<file path="src/rtl/adder_pkg.sv">
// Shared types and helpers for the chunked serial adder.
// Holds the FSM encoding, the chunk-count function and the signed saturation limits.
package adder_pkg;

  typedef enum logic [1:0] {
    IDLE = 2'd0,
    RUN  = 2'd1,
    DONE = 2'd2
  } state_t;

  // Widest operand the saturation helpers can describe; callers cast down to WIDTH.
  localparam int MAX_W = 1024;

  function automatic int n_chunks(input int width, input int chunk);
    return width / chunk;
  endfunction

  function automatic logic [MAX_W-1:0] signed_max(input int width);
    return (MAX_W'(1) << (width - 1)) - MAX_W'(1);
  endfunction

  function automatic logic [MAX_W-1:0] signed_min(input int width);
    return MAX_W'(1) << (width - 1);
  endfunction

endpackage

</file>
<file path="src/rtl/chunk_adder.sv">
// Combinational CHUNK-bit ripple adder built from 1-bit full-adder cells.
// Also exposes the carry into the top bit so the caller can derive signed overflow.
module full_adder (
  input  logic a_i,
  input  logic b_i,
  input  logic c_i,
  output logic s_o,
  output logic c_o
);
  assign s_o = a_i ^ b_i ^ c_i;
  assign c_o = (a_i & b_i) | (a_i & c_i) | (b_i & c_i);
endmodule

module chunk_adder #(
  parameter int CHUNK = 4
) (
  input  logic [CHUNK-1:0] a_i,
  input  logic [CHUNK-1:0] b_i,
  input  logic             c_i,
  output logic [CHUNK-1:0] s_o,
  output logic             c_o,
  output logic             c_msb_o
);
  logic [CHUNK:0] carry;

  assign carry[0] = c_i;

  for (genvar i = 0; i < CHUNK; i++) begin : g_fa
    full_adder u_fa (
      .a_i (a_i[i]),
      .b_i (b_i[i]),
      .c_i (carry[i]),
      .s_o (s_o[i]),
      .c_o (carry[i+1])
    );
  end

  assign c_o     = carry[CHUNK];
  assign c_msb_o = carry[CHUNK-1];
endmodule

</file>
<file path="src/rtl/chunked_serial_adder.sv">
// Multi-cycle WIDTH-bit add/subtract engine processing CHUNK bits per clock.
// Optional saturation on signed overflow is enabled by defining CHUNKED_ADDER_SAT_EN.
module chunked_serial_adder
  import adder_pkg::*;
#(
  parameter int WIDTH = 16,
  parameter int CHUNK = 4
) (
  input  logic             clk,
  input  logic             rst_n,
  input  logic             start,
  input  logic             sub,
  input  logic [WIDTH-1:0] a,
  input  logic [WIDTH-1:0] b,
`ifdef CHUNKED_ADDER_SAT_EN
  input  logic             sat,
`endif
  input  logic             cin,
  output logic [WIDTH-1:0] sum,
  output logic             cout,
  output logic             ovf,
  output logic             busy,
  output logic             done
);

  localparam int N_CHUNKS = n_chunks(WIDTH, CHUNK);
  localparam int CNT_W = (N_CHUNKS > 1) ? $clog2(N_CHUNKS) : 1;
  localparam logic [CNT_W-1:0] LAST = CNT_W'(N_CHUNKS - 1);
`ifdef CHUNKED_ADDER_SAT_EN
  localparam logic [WIDTH-1:0] SMAX = WIDTH'(signed_max(WIDTH));
  localparam logic [WIDTH-1:0] SMIN = WIDTH'(signed_min(WIDTH));
`endif

  state_t           state_q, state_d;
  logic [CNT_W-1:0] cnt_q, cnt_d;
  logic [WIDTH-1:0] a_q, a_d;
  logic [WIDTH-1:0] bx_q, bx_d;
  logic             c_q, c_d;
  logic [WIDTH-1:0] res_q, res_d;
  logic [WIDTH-1:0] sum_q, sum_d;
  logic             cout_q, cout_d;
  logic             ovf_q, ovf_d;
`ifdef CHUNKED_ADDER_SAT_EN
  logic             sat_q, sat_d;
`endif

  logic [CHUNK-1:0]       ch_sum;
  logic                   ch_co;
  logic                   ch_cmsb;
  logic [WIDTH+CHUNK-1:0] res_cat;
  logic [WIDTH-1:0]       res_shift;

  // Operands shift right each cycle so the adder always sees the low chunk.
  chunk_adder #(.CHUNK(CHUNK)) u_add (
    .a_i     (a_q[CHUNK-1:0]),
    .b_i     (bx_q[CHUNK-1:0]),
    .c_i     (c_q),
    .s_o     (ch_sum),
    .c_o     (ch_co),
    .c_msb_o (ch_cmsb)
  );

  // Result fills from the top; after N_CHUNKS shifts chunk 0 lands at bit 0.
  assign res_cat   = {ch_sum, res_q};
  assign res_shift = res_cat[WIDTH+CHUNK-1:CHUNK];

  always_comb begin
    state_d = state_q;
    cnt_d   = cnt_q;
    a_d     = a_q;
    bx_d    = bx_q;
    c_d     = c_q;
    res_d   = res_q;
    sum_d   = sum_q;
    cout_d  = cout_q;
    ovf_d   = ovf_q;
`ifdef CHUNKED_ADDER_SAT_EN
    sat_d   = sat_q;
`endif
    case (state_q)
      RUN: begin
        a_d   = a_q >> CHUNK;
        bx_d  = bx_q >> CHUNK;
        c_d   = ch_co;
        res_d = res_shift;
        cnt_d = cnt_q + CNT_W'(1);
        if (cnt_q == LAST) begin
          state_d = DONE;
          sum_d   = res_shift;
          cout_d  = ch_co;
          ovf_d   = ch_co ^ ch_cmsb;
`ifdef CHUNKED_ADDER_SAT_EN
          // On overflow both operands share a sign; A's MSB is still in the low chunk.
          if (sat_q && (ch_co ^ ch_cmsb)) begin
            sum_d = a_q[CHUNK-1] ? SMIN : SMAX;
          end
`endif
        end
      end
      default: begin
        if (start) begin
          state_d = RUN;
          cnt_d   = '0;
          a_d     = a;
          bx_d    = sub ? ~b : b;
          c_d     = sub ? 1'b1 : cin;
`ifdef CHUNKED_ADDER_SAT_EN
          sat_d   = sat;
`endif
        end else begin
          state_d = IDLE;
        end
      end
    endcase
  end

  always_ff @(posedge clk) begin
    if (!rst_n) begin
      state_q <= IDLE;
      cnt_q   <= '0;
      a_q     <= '0;
      bx_q    <= '0;
      c_q     <= 1'b0;
      res_q   <= '0;
      sum_q   <= '0;
      cout_q  <= 1'b0;
      ovf_q   <= 1'b0;
`ifdef CHUNKED_ADDER_SAT_EN
      sat_q   <= 1'b0;
`endif
    end else begin
      state_q <= state_d;
      cnt_q   <= cnt_d;
      a_q     <= a_d;
      bx_q    <= bx_d;
      c_q     <= c_d;
      res_q   <= res_d;
      sum_q   <= sum_d;
      cout_q  <= cout_d;
      ovf_q   <= ovf_d;
`ifdef CHUNKED_ADDER_SAT_EN
      sat_q   <= sat_d;
`endif
    end
  end

  assign sum  = sum_q;
  assign cout = cout_q;
  assign ovf  = ovf_q;
  assign busy = (state_q == RUN);
  assign done = (state_q == DONE);

endmodule

</file>
<file path="config.mk">
export PLATFORM = sky130hd
export DESIGN_NAME = chunked_serial_adder
export DESIGN_NICKNAME = d
export VERILOG_FILES = /design/src/rtl/adder_pkg.sv /design/src/rtl/chunk_adder.sv /design/src/rtl/chunked_serial_adder.sv
export SDC_FILE = /design/constraint.sdc
export NUM_CORES = 1
export LEC_CHECK = 0
export ABC_AREA = 1
export CORE_ASPECT_RATIO = 0.6
export CORE_MARGIN = 3
export CORE_UTILIZATION = 30
export CTS_CLUSTER_SIZE = 30
export DETAILED_ROUTE_END_ITERATION = 10
export PLACE_DENSITY_LB_ADDON = 0.15
export RECOVER_POWER = 25
export SLEW_MARGIN = 25
export SYNTH_ARGS = -nofsm -noshare
export SYNTH_HDL_FRONTEND = slang
export SYNTH_SLANG_ARGS = --single-unit
</file>
<file path="constraint.sdc">
create_clock -name clk -period 2.35 [get_ports clk]
set_clock_uncertainty 0.05 [all_clocks]
set_input_delay 0.47 -clock clk [delete_from_list [all_inputs] [get_ports clk]]
set_output_delay 0.47 -clock clk [all_outputs]
set_load 0.05 [all_outputs]
</file>
==> Implementation_results.wiki, run 1 <==
{| class="wikitable"
! Metric !! Value
|-
| Number of warnings reported in the yosys synthesis log || 0
|-
| Hold Path End || sum[6]
|-
| Routed wire length || 6860 um
|-
| Outcome || finished, final reports clean
|-
| Starting density of the core || 31.4%
|-
| Global-route wire length before repair || around 12,000 um
|-
| Placeable Area || 0.00936 mm2
|-
| Number of placement rows || 27
|-
| WL per Instance || 11.6 um
|-
| Internal cell power || about 0.0022 W
|-
| Min cycle time layout || 2.18 ns
|-
| Dpl cells || 573
|-
| Number of top-level design ports || 57
|-
| Leakage || approximately 1.7 nW
|-
| GRT met2 Usage || 19.2%
|-
| Most frequent standard cell in the layout excluding fill and tap cells || sky130_fd_sc_hd__nand2_1
|-
| Global router's overall resource usage || 13.9%
|-
| Largest cells by area after synthesis || sky130_fd_sc_hd__dfxtp_1, sky130_fd_sc_hd__nand2_1, sky130_fd_sc_hd__nand3_1
|-
| Worst rel slew slack || 66.4%
|-
| Switching part of the total || 24.0%
|-
| Post-CTS repair timing setup buffer count || 0
|-
| Total net switching power || 0.000690 W
|-
| Pwr dens || 740 mW/mm2
|-
| Sequential cell area fraction in the yosys report || 45.7%
|-
| Critical path peak fanout || 3
|-
| Remaining number of nets flagged by the antenna check after routing || 0
|-
| Startpoint types || flip-flop
|-
| Buffers on Ports || 56
|-
| # clock sinks || 67
|-
| Total number of nets in the final design || slightly below 500
|-
| Number of inserted filler cells in the final layout || ~1,000
|-
| Root Driver || sky130_fd_sc_hd__clkbuf_16
|-
| CTS Buf Count || 9
|-
| Placed cell area || 0.00360 mm2
|-
| Category of the worst setup path capture point || flip-flop
|-
| Final Instance Count excl. Fillers || about 590
|-
| Pin count of the biggest net entering global routing || between 40 and 50
|-
| Post-detailed-route via-to-cell ratio || 4.30
|-
| Clock tree from TritonCTS || done
|-
| Share of the clock period used by the worst path || between 90% and 100%
|-
| Clock Path Buffers || 2
|-
| Number of iterations in the first detailed-routing pass || 5
|-
| Clock power share || between 40 and 50%
|-
| Fin. Hold Viols || 0
|-
| Number of storage elements in the synthesis netlist || 67
|-
| Setup repair after global routing missed its margin || no
|-
| Fraction of power consumed by combinational cells || 11.2%
|-
| Sequential fraction of design power || 42.7%
|-
| Area leader, netlist || sky130_fd_sc_hd__dfxtp_1
|-
| Setup_tns || 0 ns
|-
| Synth unique cells || 20
|-
| H-tree lvl count || 3
|-
| Layer carrying the most global-route usage || met1
|-
| Routed via count || 2,530
|-
| Antenna diode count || 0
|-
| Half-perimeter wire length of the detailed placement result || between 4000 and 5000 um
|-
| Cell area after layout || 0.00389 mm2
|-
| Final Util || roughly 42%
|-
| Worst setup slack for register-to-register paths || between 0.15 and 0.2 ns
|-
| Met1 Use GR || 19.6%
|-
| Synthesized netlist net count || 443
|-
| Die Outline Area || around 0.011 mm2
|-
| Horizontal extent of the die || 134 um
|-
| Total gr overflow || 0
|-
| Number of maximum-capacitance constraint violations || 0
|-
| Min-delay worst type || flip-flop to flip-flop
|-
| Vertical extent of the die || 82.6 um
|-
| Proportion of netlist area held by the largest area contributor || 45.7%
|-
| Startpoint of the most critical register-to-register path || c_q
|-
| CP Data Arrival Time || 2.39 ns
|-
| Worst reg2reg endpoint || ovf
|-
| P&R area growth vs syn || 32.5%
|-
| Highest-count cells in the layout ignoring fill and taps || sky130_fd_sc_hd__nand2_1, sky130_fd_sc_hd__dfxtp_1, sky130_fd_sc_hd__nor2_1
|-
| Via count of the first global-routing pass || 2,430
|-
| Cell count of the worst hold path || 2
|-
| Actual transition at the worst max-transition pin || 0.503 ns
|-
| Critical hold path startpoint || sum[6]
|-
| Remaining DRCs || 0
|-
| Global Route met3 Usage || 4.72%
|-
| Final setup vio count || 0
|-
| Number of antenna violations at the first check in global routing || 0
|-
| Total Power Consumption || between 0.002 and 0.003 W
|-
| Syn Inst Count || 401
|-
| Slew Viols, Final || 0
|-
| Crit path kind || flip-flop to flip-flop
|-
| Mean instance size in the synthesized netlist || 7.32 um2
|-
| Clock-pin transition on the worst setup and hold timing paths || 0.05 ns
|-
| Number of DRC markers in iteration 0 || 153
|-
| Fmax || 459 MHz
|-
| R2r worst-path depth || 9
|-
| Cell Area, Synth || 0.00293 mm2
|-
| Required time of the worst setup path || around 2.6 ns
|-
| Worst VDD drop || 0.000366 V
|-
| Worst-skew pair later-pin latency || 0.33 ns
|-
| Proportion of layout cells with a drive suffix above 1 || 6.54%
|-
| Final weighted congestion in routability-driven placement || 0.757
|}
[per-layer routing]
metal	up-vias	routed length, um
li1	1351	-
met1	1117	3730
met2	50	2660
met3	12	352
met4	0	108
met5	-	0
[area by class of cell]
class	instances	area [um2]	share of cell area, %
sequential	67	1340	34.5
tap	130	163	4.19
multi-input combinational	279	1330	34.3
clock inverter	5	52.6	1.35
clock buffer	11	243	6.25
inverter	31	116	2.99
timing repair buffer	66	639	16.5
[how the worst max path moves through the flow]
stage                          to  cells past startpoint  slack (ns)    from
after detailed placement  sum[15]                      8        0.18  a_q[0]
after global placement    sum[15]                      8        0.23     c_q
after CTS                     ovf                      9        0.13     c_q
after floorplan           sum[15]                      8        0.28     c_q
after global routing          c_q                     12       0.003     c_q
final                         ovf                      9        0.17     c_q
[power groups by stage]
stage / Combinational, W / Clock, W / Sequential (W)
2_1_floorplan: 0.000214 / 0 / 0.00124
3_3_place_gp: 0.000326 / 0 / 0.00125
3_5_place_dp: 0.000328 / 0 / 0.00125
4_1_cts: 0.000329 / 0.00136 / 0.00123
5_1_grt: 0.000370 / 0.00141 / 0.00124
6_report: 0.000323 / 0.00133 / 0.00123
[worst max-delay path, cell delays in order, from the launching register on]
cell                      delay [ns]
sky130_fd_sc_hd__dfxtp_1        0.32
sky130_fd_sc_hd__inv_1          0.06
sky130_fd_sc_hd__fa_1           0.41
sky130_fd_sc_hd__inv_1          0.07
sky130_fd_sc_hd__fa_1           0.19
sky130_fd_sc_hd__fa_2           0.23
sky130_fd_sc_hd__inv_1          0.06
sky130_fd_sc_hd__fa_1           0.42
sky130_fd_sc_hd__xor2_1         0.18
sky130_fd_sc_hd__o21ai_0        0.12
[cells in the mapped netlist (all sizes together)]
cell type and n:
a21oi 12, buf 21, clkbuf 3, dfxtp 67, fa 4, ha 1, inv 31, nand2 111
nand3 52, nor2 61, o21ai 21, xnor2 16, xor2 1
[state kept, by name, indices dropped and copies added (netlist names)]
register and count:
bx_q 16, res_q 12, state_q 2, sum 16, c_q 1, ovf 1
a_q 16, cnt_q 2, cout 1
[stage by stage]
stage | setup WS (ns) | hold WS (ns)
3_5_place_dp | 0.184 | 0.384
4_1_cts | 0.134 | 0.398
3_3_place_gp | 0.226 | 0.381
6_report | 0.171 | 0.394
2_1_floorplan | 0.283 | 0.377
5_1_grt | 0.00341 | 0.415
[cells by family (layout without fill, tap and decap cells)]
family,Yosys count,count (layout),synth area share [%]
AND/OR/NAND/NOR,224,224,31.7
flip-flops,67,67,45.7
buffers and inverters,55,113,8.74
AO/OA/AOI/OAI,33,33,5.63
XOR/XNOR,17,17,5.07
adder cells (fa/ha/maj),5,5,3.16
[repair_timing]
item | in CTS | in global routing
gates resized for setup | 0 | 1
hold buffers | 0 | 0
endpoints found under the setup margin | 0 | 2
Note: power is estimated with default switching activity, not from simulation.
==> run 2, diff against run 1 <==
--- a/config.mk
+++ b/config.mk
@@ -13,6 +13,8 @@
 export DETAILED_ROUTE_END_ITERATION = 10
 export PLACE_DENSITY_LB_ADDON = 0.15
 export RECOVER_POWER = 25
+export SETUP_SLACK_MARGIN = 0.3
+export SKIP_CTS_REPAIR_TIMING = 1
 export SLEW_MARGIN = 25
 export SYNTH_ARGS = -nofsm -noshare
 export SYNTH_HDL_FRONTEND = slang
==> Implementation_results.wiki, run 2 (synthesis results as in run 1) <==
{| class="wikitable"
! Metric !! Value
|-
| Setup_tns || 0 ns (unchanged)
|-
| Final setup vio count || 0 (unchanged)
|-
| Clock Path Buffers || 2 (unchanged)
|-
| Number of iterations in the first detailed-routing pass || 5 (unchanged)
|-
| Fin. Hold Viols || 0 (unchanged)
|-
| Category of the worst setup path capture point || flip-flop
|-
| Vertical extent of the die || 82.6 um (unchanged)
|-
| Horizontal extent of the die || 134 um (unchanged)
|-
| Remaining number of nets flagged by the antenna check after routing || 0 (unchanged)
|-
| Total Power Consumption || 0.00283 W (-1.5%)
|-
| Worst setup slack for register-to-register paths || 0.20 ns (+0.03 ns)
|-
| Number of DRC markers in iteration 0 || 190 (+24%)
|-
| Number of antenna violations at the first check in global routing || 0 (unchanged)
|-
| Worst VDD drop || 0.000349 V (-4.5%)
|-
| Min cycle time layout || 2.15 ns (-0.0316 ns)
|-
| P&R area growth vs syn || 32.3% (about the same)
|-
| WHS || 0.394 ns (-0.000321 ns)
|-
| Startpoint types || flip-flop
|-
| Min-delay worst type || flip-flop to flip-flop
|-
| WL per Instance || 12.2 um (+4.6%)
|-
| Via count of the first global-routing pass || 2,373 (-2.3%)
|-
| Buffers on Ports || 56 (unchanged)
|-
| Number of placement rows || 27 (unchanged)
|-
| Routed wire length || 7150 um (+4.3%)
|-
| Leakage || 1.71 nW (-1.1%)
|-
| Total number of nets in the final design || 494 (-0.40%)
|-
| Required time of the worst setup path || 2.56 ns (about the same)
|-
| Placeable Area || 0.00936 mm2 (unchanged)
|-
| CP Data Arrival Time || 2.35 ns (-0.04 ns)
|-
| Clock-pin transition on the worst setup and hold timing paths || 0.05 ns (about the same)
|-
| Routed via count || 2,525 (-0.20%)
|-
| Delay contributed by the slowest stage of the critical path || 0.46 ns (+0.04 ns)
|-
| Critical path peak fanout || 2 (-1)
|-
| Post-detailed-route via-to-cell ratio || 4.30 (+0.14%)
|-
| Outcome || finished, final reports clean
|-
| Number of maximum-capacitance constraint violations || 0 (unchanged)
|-
| Final Util || 41.5% (about the same)
|-
| Crit path kind || flip-flop to flip-flop
|-
| H-tree lvl count || 3 (unchanged)
|-
| Global router's overall resource usage || 13.8% (-0.020 points)
|-
| Half-perimeter wire length of the detailed placement result || 5130 um (+4.7%)
|-
| Fmax || 466 MHz (+1.5%)
|-
| Cell mode on critical path || sky130_fd_sc_hd__fa_2
|-
| Number of top-level design ports || 57 (unchanged)
|-
| Slew Viols, Final || 0 (unchanged)
|-
| Starting density of the core || 31.4% (unchanged)
|-
| Die Outline Area || 0.0110 mm2 (unchanged)
|-
| Highest-count cells in the layout ignoring fill and taps || sky130_fd_sc_hd__nand2_1, sky130_fd_sc_hd__dfxtp_1, sky130_fd_sc_hd__nor2_1
|-
| CTS Buf Count || 9 (unchanged)
|-
| # clock sinks || 67 (unchanged)
|-
| Root Driver || sky130_fd_sc_hd__clkbuf_16
|-
| Most frequent standard cell in the layout excluding fill and tap cells || sky130_fd_sc_hd__nand2_1
|-
| Remaining DRCs || 0 (unchanged)
|-
| Actual transition at the worst max-transition pin || 0.927 ns (+0.425 ns)
|-
| Proportion of layout cells with a drive suffix above 1 || 9.19% (+2.7 points)
|-
| Worst-skew pair later-pin latency || 0.32 ns (about the same)
|-
| Final weighted congestion in routability-driven placement || 0.768 (+1.5%)
|-
| Pin count of the biggest net entering global routing || 30 (-39%)
|-
| Pwr dens || 730 mW/mm2 (-1.4%)
|-
| Worst rel slew slack || 38.1% (-28 points)
|-
| Setup repair after global routing missed its margin || yes
|-
| Share of the clock period used by the worst path || 91.4% (-1.3 points)
|-
| Clock tree from TritonCTS || done
|-
| Global-route wire length before repair || 11,800 um (-0.70%)
|-
| Crit-path cells || inv_2 -> fa_2 -> inv_2 -> fa_2 -> fa_2 -> inv_2 -> fa_2 -> a21oi_2
|-
| Slowest stage cell, crit path || sky130_fd_sc_hd__fa_2
|-
| Total gr overflow || 0 (unchanged)
|-
| Antenna diode count || 0 (unchanged)
|}
## run 2: worst paths after layout
kind	start	to	cells after the start
worst min-delay path	sum[5]	sum[5]	2
worst max register to register	c_q	res_q[15]	8
worst min register to register	sum[5]	sum[5]	2
worst max-delay path	c_q	res_q[15]	8
## run 2: metal layers
metal	GRT usage [%]	wire, um
met2	18.0	2800
met3	5.39	349
met1	20.7	3980
met5	0	0
met4	3.70	27
## run 2: critical path, delay by kind of cell (launching register included)
family                     cells  cell delay (ns)
adders and majority gates      4             1.42
DFF                            1             0.32
buffers and inverters          3             0.16
AOI/OAI and AO/OA              1             0.12
## run 2: power by group
| part | internal, W | switching (W) |
|---|---|---|
| registers | 0.00120 | 0.0000370 |
| clock network | 0.000827 | 0.000441 |
| logic | 0.000151 | 0.000181 |
## run 2: cell type report
type                    count  area (um2)
fillers                   968        5480
flip-flops and latches     67        1350
multi-input cells         279        1350
repair buffers             64         621
clock buffers              15         288
well taps                 130         163
inverters                  31         116
clock inverters             1        5.00
## run 2: metrics by stage
stage / std cells / worst slack (ns) / area, um2
after floorplan: 401 / 0.315 / 2940
after global placement: 571 / 0.245 / 3590
after detailed placement: 571 / 0.119 / 3590
after CTS: 587 / 0.108 / 3880
after global routing: 587 / 0.115 / 3880
final: 587 / 0.203 / 3880
==> run 3, diff against run 2 <==
--- a/config.mk
+++ b/config.mk
@@ -6,13 +6,15 @@
 export NUM_CORES = 1
 export LEC_CHECK = 0
 export ABC_AREA = 1
+export CAP_MARGIN = 20
 export CORE_ASPECT_RATIO = 0.6
 export CORE_MARGIN = 3
 export CORE_UTILIZATION = 30
 export CTS_CLUSTER_SIZE = 30
 export DETAILED_ROUTE_END_ITERATION = 10
+export HOLD_SLACK_MARGIN = 0.05
 export PLACE_DENSITY_LB_ADDON = 0.15
-export RECOVER_POWER = 25
+export RECOVER_POWER = 50
 export SETUP_SLACK_MARGIN = 0.3
 export SKIP_CTS_REPAIR_TIMING = 1
 export SLEW_MARGIN = 25
==> Implementation_results.wiki, run 3 (synthesis results as in run 1) <==
{| class="wikitable"
! Metric !! Value
|-
| Outcome || finished, final reports clean
|-
| Total gr overflow || 0 (unchanged)
|-
| Routed wire length || 7150 um (about the same)
|-
| Global-route wire length before repair || 11,800 um (unchanged)
|-
| Total Power Consumption || 0.00283 W (about the same)
|-
| Routed via count || 2,530 (+0.20%)
|-
| Worst VDD drop || 0.000349 V (about the same)
|-
| Setup repair after global routing missed its margin || yes
|-
| Pin count of the biggest net entering global routing || 30 (unchanged)
|-
| CP Data Arrival Time || 2.35 ns (about the same)
|-
| Actual transition at the worst max-transition pin || 0.926 ns (-0.00191 ns)
|-
| Critical path peak fanout || 2 (unchanged)
|-
| Category of the worst setup path capture point || flip-flop
|-
| Leakage || 1.71 nW (-0.21%)
|-
| Remaining DRCs || 0 (unchanged)
|-
| Antenna diode count || 0 (unchanged)
|-
| CTS Buf Count || 9 (unchanged)
|-
| Most frequent standard cell in the layout excluding fill and tap cells || sky130_fd_sc_hd__nand2_1
|-
| Half-perimeter wire length of the detailed placement result || 5130 um (unchanged)
|-
| Slew Viols, Final || 0 (unchanged)
|-
| Number of maximum-capacitance constraint violations || 0 (unchanged)
|-
| Clock tree from TritonCTS || done
|-
| Number of antenna violations at the first check in global routing || 0 (unchanged)
|-
| Proportion of layout cells with a drive suffix above 1 || 8.97% (-0.22 points)
|-
| Switching part of the total || 23.3% (about the same)
|-
| Sequential fraction of design power || 43.5% (about the same)
|-
| Fin. Hold Viols || 0 (unchanged)
|-
| Clock-pin transition on the worst setup and hold timing paths || 0.05 ns (about the same)
|-
| Required time of the worst setup path || 2.56 ns (about the same)
|-
| Post-detailed-route via-to-cell ratio || 4.31 (+0.20%)
|-
| Via count of the first global-routing pass || 2,373 (unchanged)
|-
| Share of the clock period used by the worst path || 91.4% (about the same)
|-
| Internal cell power || 0.00217 W (about the same)
|-
| WL per Instance || 12.2 um (about the same)
|-
| Min cycle time layout || 2.15 ns (+0.000138 ns)
|-
| Remaining number of nets flagged by the antenna check after routing || 0 (unchanged)
|-
| Fraction of power consumed by combinational cells || 11.7% (about the same)
|-
| Horizontal extent of the die || 134 um (unchanged)
|-
| Worst-skew pair later-pin latency || 0.32 ns (about the same)
|-
| Fmax || 466 MHz (about the same)
|-
| Buffers on Ports || 56 (unchanged)
|-
| Root Driver || sky130_fd_sc_hd__clkbuf_16
|-
| Total number of nets in the final design || 494 (unchanged)
|-
| Highest-count cells in the layout ignoring fill and taps || sky130_fd_sc_hd__nand2_1, sky130_fd_sc_hd__dfxtp_1, sky130_fd_sc_hd__nor2_1
|-
| P&R area growth vs syn || 32.2% (about the same)
|-
| Crit path kind || flip-flop to flip-flop
|-
| Starting density of the core || 31.4% (unchanged)
|-
| Setup_tns || 0 ns (unchanged)
|-
| Number of placement rows || 27 (unchanged)
|-
| Clock power share || 44.8% (about the same)
|-
| Final weighted congestion in routability-driven placement || 0.768 (unchanged)
|-
| Number of top-level design ports || 57 (unchanged)
|-
| Clock Path Buffers || 2 (unchanged)
|-
| Worst rel slew slack || 38.2% (+0.13 points)
|-
| Global router's overall resource usage || 13.8% (unchanged)
|-
| Pwr dens || 730 mW/mm2 (about the same)
|-
| # clock sinks || 67 (unchanged)
|-
| Startpoint types || flip-flop
|-
| Total net switching power || 0.000659 W (about the same)
|-
| Vertical extent of the die || 82.6 um (unchanged)
|-
| Placeable Area || 0.00936 mm2 (unchanged)
|-
| Number of iterations in the first detailed-routing pass || 4 (-1)
|-
| Die Outline Area || 0.0110 mm2 (unchanged)
|-
| Final setup vio count || 0 (unchanged)
|-
| H-tree lvl count || 3 (unchanged)
|-
| Min-delay worst type || flip-flop to flip-flop
|-
| Number of DRC markers in iteration 0 || 191 (+0.53%)
|}
run 3: changes by cell type in the layout (fill, tap and decap cells not counted), sizes merged:
| cell | change |
|---|---|
| clkbuf | +1 |
| dlygate4sd3 | +1 |
| buf | -1 |
| clkdlybuf4s50 | -1 |
run 3: area by class of cell:
type | count | area [um2]
Multi-Input combinational cell | 279 | 1350
Timing Repair Buffer | 64 | 617
Sequential cell | 67 | 1350
Clock buffer | 15 | 288
Tap cell | 130 | 163
Fill cell | 970 | 5480
Inverter | 31 | 116
Clock inverter | 1 | 5.00
run 3: metrics by stage:
step | instance area (um2) | util, % | cells | setup WS (ns) | hold WS, ns
floorplan | 2940 | - | 401 | 0.315 | 0.377
global placement | 3590 | 38.3 | 571 | 0.245 | 0.379
detailed placement | 3590 | 38.3 | 571 | 0.119 | 0.382
CTS | 3880 | 41.5 | 587 | 0.108 | 0.396
global route | 3880 | 41.4 | 587 | 0.0589 | 0.416
finish | 3880 | 41.4 | 587 | 0.203 | 0.394
run 3: routing by layer:
layer  vias to the layer above  part of all wire, %  GRT usage [%]  routed length [um]
li1                       1352                    -              -                   -
met1                      1129                   55           20.7                3970
met2                        47                   40           18.0                2830
met3                         2                  4.5           5.39                 324
met4                         0                 0.38           3.70                  27
met5                         -                    0              0                   0
run 3: path summary, 6_finish.rpt:
path           start         to  slack, ns  depth (start not counted)
max          bx_q[0]  res_q[15]       0.20                          8
min           sum[5]     sum[5]       0.39                          2
max reg2reg  bx_q[0]  res_q[15]       0.20                          8
min reg2reg   sum[5]     sum[5]       0.39                          2
run 3: power by group through the flow:
| stage | clock network [W] | registers (W) | logic [W] |
|---|---|---|---|
| floorplan | 0 | 0.00124 | 0.000214 |
| global placement | 0 | 0.00125 | 0.000328 |
| detailed placement | 0 | 0.00125 | 0.000331 |
| CTS | 0.00132 | 0.00123 | 0.000333 |
| global route | 0.00136 | 0.00124 | 0.000374 |
| finish | 0.00127 | 0.00123 | 0.000331 |
run 3: worst max-delay path, cell delays in order (launching register included):
cell and delay (ns):
sky130_fd_sc_hd__dfxtp_2 0.32, sky130_fd_sc_hd__inv_2 0.05, sky130_fd_sc_hd__fa_2 0.19, sky130_fd_sc_hd__inv_2 0.04, sky130_fd_sc_hd__fa_2 0.36, sky130_fd_sc_hd__fa_2 0.40
sky130_fd_sc_hd__inv_2 0.07, sky130_fd_sc_hd__fa_2 0.46, sky130_fd_sc_hd__a21oi_2 0.12
